`src/rtl/regfile_pkg.sv`:
```
// regfile_pkg: shared types and default sizes for the parametrised register file
package regfile_pkg;
  typedef enum logic [1:0] {IDLE, CLEAR, DONE} clr_state_t;
  localparam int REGFILE_W  = 8;
  localparam int REGFILE_AW = 3;
endpackage

```
`src/rtl/regfile_clr_fsm.sv`:
```
// regfile_clr_fsm: one-register-per-cycle bulk-clear sequencer with busy/done handshake
module regfile_clr_fsm
  import regfile_pkg::*;
#(
  parameter int AW = REGFILE_AW
) (
  input  logic          clk,
  input  logic          reset,
  input  logic          clr_req,
  output logic [AW-1:0] ptr,
  output logic          clr_en,
  output logic          busy,
  output logic          clr_done
);
  clr_state_t    r_state, w_state;
  logic [AW-1:0] r_ptr, w_ptr;
  // state and sweep pointer registers
  always_ff @(posedge clk)
    if (reset) begin
      r_state <= IDLE;
      r_ptr   <= '0;
    end else begin
      r_state <= w_state;
      r_ptr   <= w_ptr;
    end
  // next state: requests only start a sweep from IDLE; the last register ends it
  always_comb begin
    w_state = r_state;
    w_ptr   = r_ptr;
    case (r_state)
      IDLE:    if (clr_req) begin
                 w_state = CLEAR;
                 w_ptr   = '0;
               end
      CLEAR:   begin
                 w_ptr   = r_ptr + 1'b1;
                 w_state = &r_ptr ? DONE : CLEAR;
               end
      DONE:    w_state = IDLE;
      default: w_state = IDLE;
    endcase
  end
  assign ptr      = r_ptr;
  assign clr_en   = r_state == CLEAR;
  assign busy     = r_state == CLEAR;
  assign clr_done = r_state == DONE;
endmodule

```
`src/rtl/param_regfile.sv`:
```
// param_regfile: parametrised register file with async reads, write bypass and bulk clear
module param_regfile
  import regfile_pkg::*;
#(
  parameter int W        = REGFILE_W,
  parameter int AW       = REGFILE_AW,
  parameter bit ZERO_REG = 1'b1,
  parameter bit BYPASS   = 1'b1
) (
  input  logic          clk,
  input  logic          reset,
  input  logic          we,
  input  logic [AW-1:0] wa,
  input  logic [W-1:0]  wd,
  input  logic [AW-1:0] ra1,
  input  logic [AW-1:0] ra2,
  output logic [W-1:0]  rd1,
  output logic [W-1:0]  rd2,
  input  logic          clr_req,
  output logic          busy,
  output logic          clr_done,
  output logic          wr_drop
);
  localparam int DEPTH = 1 << AW;
  logic [W-1:0]  r_regs [DEPTH];
  logic [AW-1:0] w_ptr;
  logic          w_clr_en, w_wr_ok, w_byp1, w_byp2;
  regfile_clr_fsm #(.AW(AW)) u_fsm (
    .clk      (clk),
    .reset    (reset),
    .clr_req  (clr_req),
    .ptr      (w_ptr),
    .clr_en   (w_clr_en),
    .busy     (busy),
    .clr_done (clr_done)
  );
  assign w_wr_ok = we & ~busy & ~(ZERO_REG & (wa == '0));
  assign w_byp1  = BYPASS & we & ~busy & (wa == ra1);
  assign w_byp2  = BYPASS & we & ~busy & (wa == ra2);
  assign rd1     = (ZERO_REG && ra1 == '0) ? '0 : w_byp1 ? wd : r_regs[ra1];
  assign rd2     = (ZERO_REG && ra2 == '0) ? '0 : w_byp2 ? wd : r_regs[ra2];
  assign wr_drop = we & busy;
  // storage: reset, then the clear sweep, then the write port
  always_ff @(posedge clk)
    if (reset) for (int i = 0; i < DEPTH; i++) r_regs[i] <= '0;
    else if (w_clr_en) r_regs[w_ptr] <= '0;
    else if (w_wr_ok) r_regs[wa] <= wd;
endmodule
```
`config.mk`:
```
export PLATFORM = sky130hd
export DESIGN_NAME = param_regfile
export DESIGN_NICKNAME = d
export VERILOG_FILES = /design/src/rtl/regfile_pkg.sv /design/src/rtl/regfile_clr_fsm.sv /design/src/rtl/param_regfile.sv
export SDC_FILE = /design/constraint.sdc
export NUM_CORES = 1
export LEC_CHECK = 0
export ABC_AREA = 1
export CAP_MARGIN = 20
export CORE_MARGIN = 3
export CORE_UTILIZATION = 45
export CTS_CLUSTER_DIAMETER = 50
export DETAILED_ROUTE_END_ITERATION = 8
export GPL_ROUTABILITY_DRIVEN = 0
export GPL_TIMING_DRIVEN = 0
export PLACE_DENSITY = 0.65
export SLEW_MARGIN = 20
export SYNTH_ARGS = -nofsm -noshare
export SYNTH_HDL_FRONTEND = slang
export SYNTH_SLANG_ARGS = --single-unit
```
`constraint.sdc`:
```
create_clock -name clk -period 2.15 [get_ports clk]
set_clock_uncertainty 0.15 [all_clocks]
set_input_delay 0.43 -clock clk [delete_from_list [all_inputs] [get_ports clk]]
set_output_delay 0.43 -clock clk [all_outputs]
set_load 0.05 [all_outputs]
```
==> impl_metrics.yaml <==
placed_design:
  place_inst: 680
  dpl.hpwl_microns: 10000
  dpl_cell_area_sq_um: 4820
  port_buffers: 35
power_and_ir_drop:
  power_density_nw_per_um2: 621
  peakVddDrop_mv: 0.389
  leakage_nw: 2.32
layout:
  area_growth_pct: 37.7
  final_area_sq_um: 5770
  finalNonFillerCells: 707
  layout.nets: 618
  num_antenna_cells: 0
  final_cell_mix: "107 x nand2_1, 64 x edfxtp_1, 63 x nor2_1"
  layout_commonest_cell: "nand2_1"
  drive_above_1_share_pct: 34.2
critical_path:
  worstPathRequired_ns: 1.57
  crit_slowest_cell: "o21ai_1"
  worstSetupEndpointType: "output port"
  cp_cell_sequence: "buf_2, buf_6, buf_4, o21ai_1, nand2_1, a21oi_2, nor2_2, nor2_4, buf_8"
  worstPathMaxFanout: 10
  timing.critical_path.buf_inv: 4
  crit_family: "buffers and inverters"
  worstSetupPathType: "in -> out"
  critical_path.max_stage_delay_ns: 0.21
  startpoint_type: "input port"
  arrival_ns: 1.69
clock_network:
  clk_pin_slew_worst_paths_ns: 0.07
  cts_buffers: 9
  root_buffer: "clkbuf_8"
  htree_levels: 3
  cts_sinks: 69
  cts_tree: "built"
  clk_latency_ns: 0.34
  clockBufferDepth: 2
global_routing:
  grt_antenna_before_repair: 0
  grt_max_degree: 13
  grt_pass1_wl_microns: 22100
  overflow: 0
  grtUsageTotal_pct: 28.7
  grt_pass1_vias: 4035
timing:
  finalSetupViolations: 16
  tns_ns: -1.26
  slew_violations: 0
  setup_slack_ns: -0.124
  fin_crit_sh_pct: 106
  period_minus_slack_ns: 2.27
  rsz0062_at_grt: "true"
  fmax_mhz: 440
  finalHoldViolations: 0
drt:
  drt-initial-drc-count: 538
  wl_per_cell_microns: 20.4
  first_pass_iters: 5
  via_per_inst: 5.96
  wirelength_microns: 14400
  drtAntennaViolNets: 0
  vias: 4214
  drc: 0
floorplan:
  dieWidth_microns: 102
  die_h_microns: 102
  start_util_pct: 47.1
  design.die.area_sq_um: 10500
  io_pins: 40
  fp-row-count: 34
  coreArea_sq_um: 8890
synthesis:
  synth_top_area_share_pct: 45.9
  yosys_register_bits: 69
  yosysWarnings: 0
  synth_area_leaders: "edfxtp_1 46%, nand2_1 11%, nor2_1 8.5%"
  synth_cell_type_count: 29
  synth.avg_cell_area_sq_um: 7.90
  ys_seq_area_share_pct: 48.3
  synth_area_sq_um: 4190
  synth_area_leader_cell: "edfxtp_1"
  syn_inst: 530
outcome:
  outcome: "finished, violations left"
  violations: "negative setup slack"
flow_run:
  maxCapViolCount: 0
hold_path:
  hp-class: "in -> reg"
## synth_stat cells (all sizes together)
cell type,number
a211oi,2
clkbuf,5
nand4,2
nor2,103
nor3,2
inv,30
dfxtp,5
o21ai,45
edfxtp,64
conb,1
ha,2
nand3,57
xor2,2
a21oi,48
buf,19
a32o,2
nand2,139
clkinv,2
## per-stage QoR
step	total power, mW	hold slack, ns	utilization, %	setup WS [ns]
finish	3.58	0.237	64.8	-0.124
global route	3.70	0.273	64.8	-0.147
CTS	3.55	0.384	64.0	-0.0868
detailed placement	2.36	0.374	54.2	-1.53
global placement	2.35	0.367	54.2	-1.50
floorplan	2.11	0.336	-	-0.00888
## cells by family (layout without fill, tap and decap cells)
group	count (synthesis)	after routing	synth area share (%)
buf+inv	56	118	5.74
simple gates	303	303	32.8
flops	69	69	48.3
compound gates	97	97	12.0
fa+ha+maj	2	2	0.597
xor+xnor	2	2	0.418
other cells	1	8	0.0895
## registers in the layout, indices dropped and copies added, names as in the netlist
name / flops
u_fsm.r_state: 2
r_regs: 64
u_fsm.ptr: 3
## routing by layer
layer / up-vias / routed length [microns] / global-route usage [%]
met5: - / 0 / 0
met4: 0 / 694 / 12.5
met3: 60 / 1400 / 5.26
met2: 271 / 6910 / 46.9
met1: 1971 / 5440 / 37.2
li1: 1912 / - / -
## repair_timing
item | in CTS | in global routing
pin swaps | 21 | 6
gates resized for setup | 331 | 34
gates cloned | 2 | 0
endpoints found under the setup margin | 83 | 82
buffers inserted | 9 | 1
endpoints found under the hold margin | 0 | 0
hold buffers | 0 | 0
## cell type report
| class | count | area, sq um |
|---|---|---|
| Tap cell | 108 | 135 |
| Buffer | 24 | 228 |
| Clock inverter | 6 | 63.8 |
| Clock buffer | 9 | 124 |
| Timing Repair Buffer | 47 | 487 |
| Multi-Input combinational cell | 412 | 2540 |
| Fill cell | 730 | 3130 |
| Inverter | 32 | 160 |
| Sequential cell | 69 | 2030 |
## report_power, final
part / internal [mW] / total, mW / switching (mW)
logic: 0.334 / 0.968 / 0.634
registers: 1.53 / 1.57 / 0.0423
clock network: 0.529 / 1.04 / 0.512
## worst paths after layout
path / from / end / slack [ns] / cells past startpoint
min: reset / u_fsm.r_state[1]$_SDFFE_PP0P_ / 0.24 / 2
max reg2reg: u_fsm.r_state[0]$_SDFFE_PP0P_ / r_regs[3][4]$_SDFFCE_PN0P_ / 0.18 / 10
max: ra1[0] / rd1[2] / -0.12 / 9
min reg2reg: u_fsm.r_state[0]$_SDFFE_PP0P_ / u_fsm.r_state[0]$_SDFFE_PP0P_ / 0.36 / 1
(Power assumes the default switching activity.)
